### config.mk
export PLATFORM = sky130hd
export DESIGN_NAME = if1_fetch_buf_flat
export DESIGN_NICKNAME = d
export VERILOG_FILES = /design/src/rtl/if1_fetch_buf_if.sv /design/src/rtl/if1_fetch_buf.sv /design/src/flat_wrapper.sv
export SDC_FILE = /design/constraint.sdc
export NUM_CORES = 1
export LEC_CHECK = 0
export ABC_CLOCK_PERIOD_IN_PS = 14000
export CAP_MARGIN = 20
export CORE_ASPECT_RATIO = 0.5
export CORE_MARGIN = 4
export CORE_UTILIZATION = 27
export DETAILED_ROUTE_END_ITERATION = 6
export GPL_ROUTABILITY_DRIVEN = 0
export SLEW_MARGIN = 20
export SYNTH_ARGS = -nofsm -noshare
export SYNTH_HDL_FRONTEND = slang
export SYNTH_SLANG_ARGS = --single-unit
### constraint.sdc
create_clock -name clk -period 14 [get_ports clk]
set_clock_uncertainty 0.05 [all_clocks]
set_input_delay 2.8 -clock clk [delete_from_list [all_inputs] [get_ports clk]]
set_output_delay 2.8 -clock clk [all_outputs]
set_load 0.05 [all_outputs]
### src/rtl/if1_fetch_buf_if.sv
// Handshake and payload bundle between the ICache response port, the IF1 fetch
// buffer and the fetch FIFO / decoder. The buffer uses the slave view.
interface if1_fetch_buf_if #(
    parameter int FETCH_WIDTH = 2,
    parameter int EXC_W       = 7,
    parameter int COOKIE_W    = 32
);
    logic                      in_valid;
    logic                      in_ready;
    logic [31:0]               in_pc;
    logic [32*FETCH_WIDTH-1:0] in_data;
    logic [31:0]               in_badv;
    logic [EXC_W-1:0]          in_exception;
    logic [COOKIE_W-1:0]       in_cookie;

    logic                      out_valid;
    logic                      out_ready;
    logic [31:0]               out_pc;
    logic [32*FETCH_WIDTH-1:0] out_inst;
    logic [FETCH_WIDTH-1:0]    out_mask;
    logic [31:0]               out_badv;
    logic [EXC_W-1:0]          out_exception;
    logic [COOKIE_W-1:0]       out_cookie;

    modport master (
        output in_valid, in_pc, in_data, in_badv, in_exception, in_cookie, out_ready,
        input  in_ready, out_valid, out_pc, out_inst, out_mask, out_badv,
               out_exception, out_cookie
    );

    modport slave (
        input  in_valid, in_pc, in_data, in_badv, in_exception, in_cookie, out_ready,
        output in_ready, out_valid, out_pc, out_inst, out_mask, out_badv,
               out_exception, out_cookie
    );
endinterface

### src/rtl/if1_fetch_buf.sv
// IF1 fetch buffer: registers ICache fetch packets into a DEPTH-entry ring,
// computing the per-lane valid mask at push time, with flush and async reset.
module if1_fetch_buf #(
    parameter int FETCH_WIDTH = 2,
    parameter int DEPTH       = 2,
    parameter int EXC_W       = 7,
    parameter int COOKIE_W    = 32
) (
    input  logic                       clk,
    input  logic                       rstn,
    input  logic                       flush,
    if1_fetch_buf_if.slave             bus,
    output logic [$clog2(DEPTH+1)-1:0] count
);
    localparam int LANE_W  = 32 * FETCH_WIDTH;
    localparam int LOG_FW  = $clog2(FETCH_WIDTH);
    localparam int START_W = (LOG_FW > 0) ? LOG_FW : 1;
    localparam int PTR_W   = (DEPTH > 1) ? $clog2(DEPTH) : 1;
    localparam int CNT_W   = $clog2(DEPTH + 1);

    logic [CNT_W-1:0]       r_count;
    logic [PTR_W-1:0]       r_wptr;
    logic [PTR_W-1:0]       r_rptr;

    logic [31:0]            r_pcMem     [DEPTH];
    logic [LANE_W-1:0]      r_dataMem   [DEPTH];
    logic [FETCH_WIDTH-1:0] r_maskMem   [DEPTH];
    logic [31:0]            r_badvMem   [DEPTH];
    logic [EXC_W-1:0]       r_excMem    [DEPTH];
    logic [COOKIE_W-1:0]    r_cookieMem [DEPTH];

    logic                   w_inReady;
    logic                   w_outValid;
    logic                   w_push;
    logic                   w_pop;
    logic [START_W-1:0]     w_start;
    logic [FETCH_WIDTH-1:0] w_mask;

    function automatic logic [PTR_W-1:0] nextPtr(input logic [PTR_W-1:0] p);
        if (p == PTR_W'(DEPTH - 1)) begin
            return '0;
        end
        return p + PTR_W'(1);
    endfunction

    // Handshake depends only on registered occupancy, never on out_ready.
    assign w_inReady  = (r_count < CNT_W'(DEPTH));
    assign w_outValid = (r_count != '0);
    assign w_push     = bus.in_valid && w_inReady && !flush;
    assign w_pop      = w_outValid && bus.out_ready && !flush;

    generate
        if (FETCH_WIDTH > 1) begin : g_start
            assign w_start = bus.in_pc[2 +: START_W];
        end else begin : g_noStart
            assign w_start = '0;
        end
    endgenerate

    // A faulting packet keeps only the lane the fetch began at.
    always_comb begin
        w_mask = '0;
        for (int i = 0; i < FETCH_WIDTH; i++) begin
            if (bus.in_exception != '0) begin
                w_mask[i] = (i == int'(w_start));
            end else begin
                w_mask[i] = (i >= int'(w_start));
            end
        end
    end

    always_ff @(posedge clk or negedge rstn) begin
        if (!rstn) begin
            r_count <= '0;
            r_wptr  <= '0;
            r_rptr  <= '0;
        end else if (flush) begin
            r_count <= '0;
            r_wptr  <= '0;
            r_rptr  <= '0;
        end else begin
            if (w_push) begin
                r_wptr <= nextPtr(r_wptr);
            end
            if (w_pop) begin
                r_rptr <= nextPtr(r_rptr);
            end
            case ({w_push, w_pop})
                2'b10:   r_count <= r_count + CNT_W'(1);
                2'b01:   r_count <= r_count - CNT_W'(1);
                default: r_count <= r_count;
            endcase
        end
    end

    // Payload storage needs no reset: every read is gated by out_valid.
    always_ff @(posedge clk) begin
        if (w_push) begin
            r_pcMem[r_wptr]     <= bus.in_pc;
            r_dataMem[r_wptr]   <= bus.in_data;
            r_maskMem[r_wptr]   <= w_mask;
            r_badvMem[r_wptr]   <= bus.in_badv;
            r_excMem[r_wptr]    <= bus.in_exception;
            r_cookieMem[r_wptr] <= bus.in_cookie;
        end
    end

    assign bus.in_ready      = w_inReady;
    assign bus.out_valid     = w_outValid;
    assign bus.out_pc        = w_outValid ? r_pcMem[r_rptr]     : '0;
    assign bus.out_inst      = w_outValid ? r_dataMem[r_rptr]   : '0;
    assign bus.out_mask      = w_outValid ? r_maskMem[r_rptr]   : '0;
    assign bus.out_badv      = w_outValid ? r_badvMem[r_rptr]   : '0;
    assign bus.out_exception = w_outValid ? r_excMem[r_rptr]    : '0;
    assign bus.out_cookie    = w_outValid ? r_cookieMem[r_rptr] : '0;
    assign count             = r_count;
endmodule

### src/flat_wrapper.sv
// flat-port wrapper written by rule: the top's interface ports become plain ports
module if1_fetch_buf_flat 
#(
    parameter int FETCH_WIDTH = 2,
    parameter int DEPTH       = 2,
    parameter int EXC_W       = 7,
    parameter int COOKIE_W    = 32
)
  (clk, rstn, flush, count, bus_in_valid, bus_in_pc, bus_in_data, bus_in_badv, bus_in_exception, bus_in_cookie, bus_out_ready, bus_in_ready, bus_out_valid, bus_out_pc, bus_out_inst, bus_out_mask, bus_out_badv, bus_out_exception, bus_out_cookie);
  if1_fetch_buf_if #(.FETCH_WIDTH(FETCH_WIDTH), .EXC_W(EXC_W), .COOKIE_W(COOKIE_W)) bus_i ();
  input  logic clk;
  input  logic rstn;
  input  logic flush;
  output logic [$clog2(DEPTH+1)-1:0] count;
  input wire logic [$bits(bus_i.in_valid)-1:0] bus_in_valid;
  input wire logic [$bits(bus_i.in_pc)-1:0] bus_in_pc;
  input wire logic [$bits(bus_i.in_data)-1:0] bus_in_data;
  input wire logic [$bits(bus_i.in_badv)-1:0] bus_in_badv;
  input wire logic [$bits(bus_i.in_exception)-1:0] bus_in_exception;
  input wire logic [$bits(bus_i.in_cookie)-1:0] bus_in_cookie;
  input wire logic [$bits(bus_i.out_ready)-1:0] bus_out_ready;
  output wire logic [$bits(bus_i.in_ready)-1:0] bus_in_ready;
  output wire logic [$bits(bus_i.out_valid)-1:0] bus_out_valid;
  output wire logic [$bits(bus_i.out_pc)-1:0] bus_out_pc;
  output wire logic [$bits(bus_i.out_inst)-1:0] bus_out_inst;
  output wire logic [$bits(bus_i.out_mask)-1:0] bus_out_mask;
  output wire logic [$bits(bus_i.out_badv)-1:0] bus_out_badv;
  output wire logic [$bits(bus_i.out_exception)-1:0] bus_out_exception;
  output wire logic [$bits(bus_i.out_cookie)-1:0] bus_out_cookie;
  assign bus_i.in_valid = bus_in_valid;
  assign bus_i.in_pc = bus_in_pc;
  assign bus_i.in_data = bus_in_data;
  assign bus_i.in_badv = bus_in_badv;
  assign bus_i.in_exception = bus_in_exception;
  assign bus_i.in_cookie = bus_in_cookie;
  assign bus_i.out_ready = bus_out_ready;
  assign bus_in_ready = bus_i.in_ready;
  assign bus_out_valid = bus_i.out_valid;
  assign bus_out_pc = bus_i.out_pc;
  assign bus_out_inst = bus_i.out_inst;
  assign bus_out_mask = bus_i.out_mask;
  assign bus_out_badv = bus_i.out_badv;
  assign bus_out_exception = bus_i.out_exception;
  assign bus_out_cookie = bus_i.out_cookie;
  if1_fetch_buf #(.FETCH_WIDTH(FETCH_WIDTH), .DEPTH(DEPTH), .EXC_W(EXC_W), .COOKIE_W(COOKIE_W)) u_core (.clk(clk), .rstn(rstn), .flush(flush), .bus(bus_i), .count(count));
endmodule
==> metrics.cfg <==
[power_and_ir_drop]
vdd_drop_max_v = 0.00006435
p_per_area_mw_per_mm2 = 134.1
p_leak_uw = 0.005805

[critical_path]
cp_max_fo = 59
critPathKind = flop to output pin
crit_path_end_kind = output pin
start_kind = flop
worstPathArrival_ns = 4.14
required_ns = 11.15
r2r_slack_ns = 10.78

[timing]
rsz0062_at_grt = false
slew_viol_final = 0
hold_ws_ns = 0.6095
maxSlewHeadroom_pct = 25.75
fin_ws_ns = 7.013
final_hold_viol_count = 0
min_period_ns = 6.987
tightest_slew_ns = 1.114
fin_setup_tns_ns = 0
post-route-period-util_pct = 49.91
setup_viol = 0
max_freq_mhz = 143.1

[global_route]
grt_pass1_wl_mm = 48.21
gr-usage-all-layers_pct = 12.13
antenna_found_initial = 12
grt_pass1_vias = 7890
overflow = 0
grt_max_degree = 170

[job]
maxCapViolations = 0

[layout]
fill_cells = 4465
drive_above_1_share_pct = 5.461
layout-area-overhead-vs-synth_pct = 38.96
nNetsFinal = 1264

[floorplan]
start_util_pct = 27.62
std_cell_rows = 56
die_y_um = 163.7
core_area_sq_mm = 0.04737
io_pins = 345
chipWidth_um = 319.3
dieArea_sq_mm = 0.05225

[synthesis]
yosys-top-cells-area = edfxtp_1 (78%), mux2i_1 (13%), nor2_1 (4.9%)
synth_cell_type_count = 22
synth_edf_count = 338
syn-num-nets = 911
synth_largest_area_cell = edfxtp_1
netlist_instances = 739
synth-main-ff-cell = edfxtp_1
synth_area_sq_mm = 0.01308
synthArstFlopShare_pct = 1.170
yosys_register_bits = 342
yosysSeqAreaShare_pct = 78.35
post_synth.cell_area_avg_sq_um = 17.70
synth_top_area_share_pct = 77.58
yosysWarnings = 0

[drt]
drtPass1Iterations = 4
drt_iter0_drc = 422
vias = 7413
routed_via_density = 4.195
drt-total-wl_mm = 33.68
final_antenna_net_count = 0
wire_per_inst_um = 19.06
drc_errors = 0

[clocking]
cts_max_level = 2
clk_latency_ns = 0.51
cts_buffers = 34
cts_resized = 0
cts_tree = done
clkTransAtPathRegs_ns = 0.06
post_cts_buffers = 0
cts_hold_buf = 0
clockRootBuffer = clkbuf_16
max-clock-path-buffers = 3
clock-sinks = 342

[placed_design]
dp_hpwl_mm = 23.37
pre_cts_slack_ns = 7.534
port_buffers = 344

[worst_hold_path]
hold_path_class = flop to flop

[run_status]
outcome = complete, no violations

[per-layer routing]
layer,GRT usage [%],vias up,share of wire [%]
li1,-,3482,-
met1,11.47,3728,33
met2,24.61,124,60
met3,1.907,79,2.5
met4,7.265,0,4.7
met5,0,-,0
[placed cells by master, fill, tap and decap left out]
cell type / netlist / routed
clkdlybuf4s50_1: 0 / 344
edfxtp_1: 338 / 338
nor2_1: 171 / 171
mux2i_1: 169 / 169
clkbuf_16: 0 / 35
diode_2: 0 / 12
clkbuf_1: 0 / 10
buf_4: 9 / 8
clkinv_1: 0 / 7
clkinv_2: 0 / 4
bufinv_16: 0 / 3
dfrtp_1: 4 / 3
inv_1: 2 / 2
nand2b_1: 2 / 2
nor2b_1: 2 / 2
o21ai_0: 2 / 2
a21oi_1: 2 / 2
xor2_1: 2 / 2
nor2_4: 0 / 1
nor3b_4: 0 / 1
or4_1: 1 / 1
o41ai_2: 1 / 1
nor3_4: 0 / 1
mux2_2: 1 / 1
nand2_1: 1 / 1
inv_2: 1 / 1
inv_6: 0 / 1
clkinv_4: 0 / 1
buf_8: 1 / 1
buf_12: 10 / 1
dfrtp_4: 0 / 1
[final timing paths]
kind                                      start                       to  cells past startpoint
worst max-delay path              u_core.r_rptr     bus_out_exception[2]                      5
worst min-delay path              u_core.r_wptr            u_core.r_wptr                      2
worst max register to register  u_core.count[1]  u_core.r_dataMem[1][31]                      4
worst min register to register    u_core.r_wptr            u_core.r_wptr                      2
max in group asynchronous                  rstn            u_core.r_rptr                      1
min in group asynchronous                  rstn          u_core.count[1]                      1
[Yosys cell counts, types with 2 or more instances]
| cell type | count |
|---|---|
| buf_2 | 17 |
| o21ai_0 | 2 |
| buf_12 | 10 |
| buf_4 | 9 |
| nand2b_1 | 2 |
| a21oi_1 | 2 |
| xor2_1 | 2 |
| inv_1 | 2 |
| edfxtp_1 | 338 |
| nor2_1 | 171 |
| mux2i_1 | 169 |
| dfrtp_1 | 4 |
| nor2b_1 | 2 |
[cell type report]
| class | instances | area, sq um | area share [%] |
|---|---|---|---|
| flip-flops and latches | 342 | 10250 | 56.40 |
| inverters | 3 | 11.26 | 0.06194 |
| clock inverters | 16 | 153.9 | 0.8465 |
| diodes | 12 | 30.03 | 0.1652 |
| repair buffers | 354 | 3538 | 19.46 |
| clock buffers | 45 | 913.4 | 5.024 |
| multi-input cells | 357 | 2481 | 13.65 |
| well taps | 638 | 798.3 | 4.391 |
[critical path, stage by stage, from the launching register on]
cell,delay [ns]
dfrtp_4,0.58
buf_4,0.74
buf_4,0.88
mux2i_1,0.25
nor2_1,0.14
clkdlybuf4s50_1,0.85
[metrics by stage]
step / instance area, sq um / util (%) / power, uW / instances
after global routing: 18180 / 38.38 / 2531 / 1767
after detailed placement: 17080 / 36.07 / 1582 / 1694
after floorplan: 13090 / - / 1441 / 739
after global placement: 17070 / 36.03 / 1577 / 1693
after CTS: 18150 / 38.32 / 2473 / 1755
final: 18180 / 38.38 / 2438 / 1767
[power breakdown]
| part | switching, uW | leakage [uW] | total, uW | internal [uW] |
|---|---|---|---|---|
| clock network | 367 | 0.000521 | 882 | 516 |
| logic | 234 | 0.00213 | 371 | 137 |
| registers | 11.6 | 0.00315 | 1180 | 1170 |
| total | 612 | 0.00580 | 2440 | 1830 |
[cells by family after synthesis]
group / Yosys count / synth area share (%)
multiplexers: 170 / 13.02
XOR/XNOR: 2 / 0.1339
AND/OR/NAND/NOR: 180 / 5.327
flip-flops: 342 / 78.35
AO/OA/AOI/OAI: 5 / 0.2774
buffers and inverters: 40 / 2.898
[registers in the layout (all words and copies together) (netlist names)]
register,flops
u_core.r_dataMem,128
u_core.r_rptr,1
u_core.r_wptr,1
u_core.count,2
u_core.r_maskMem,4
u_core.r_pcMem,64
u_core.r_excMem,14
u_core.r_badvMem,64
u_core.r_cookieMem,64
Note: power is estimated with default switching activity, not from simulation.
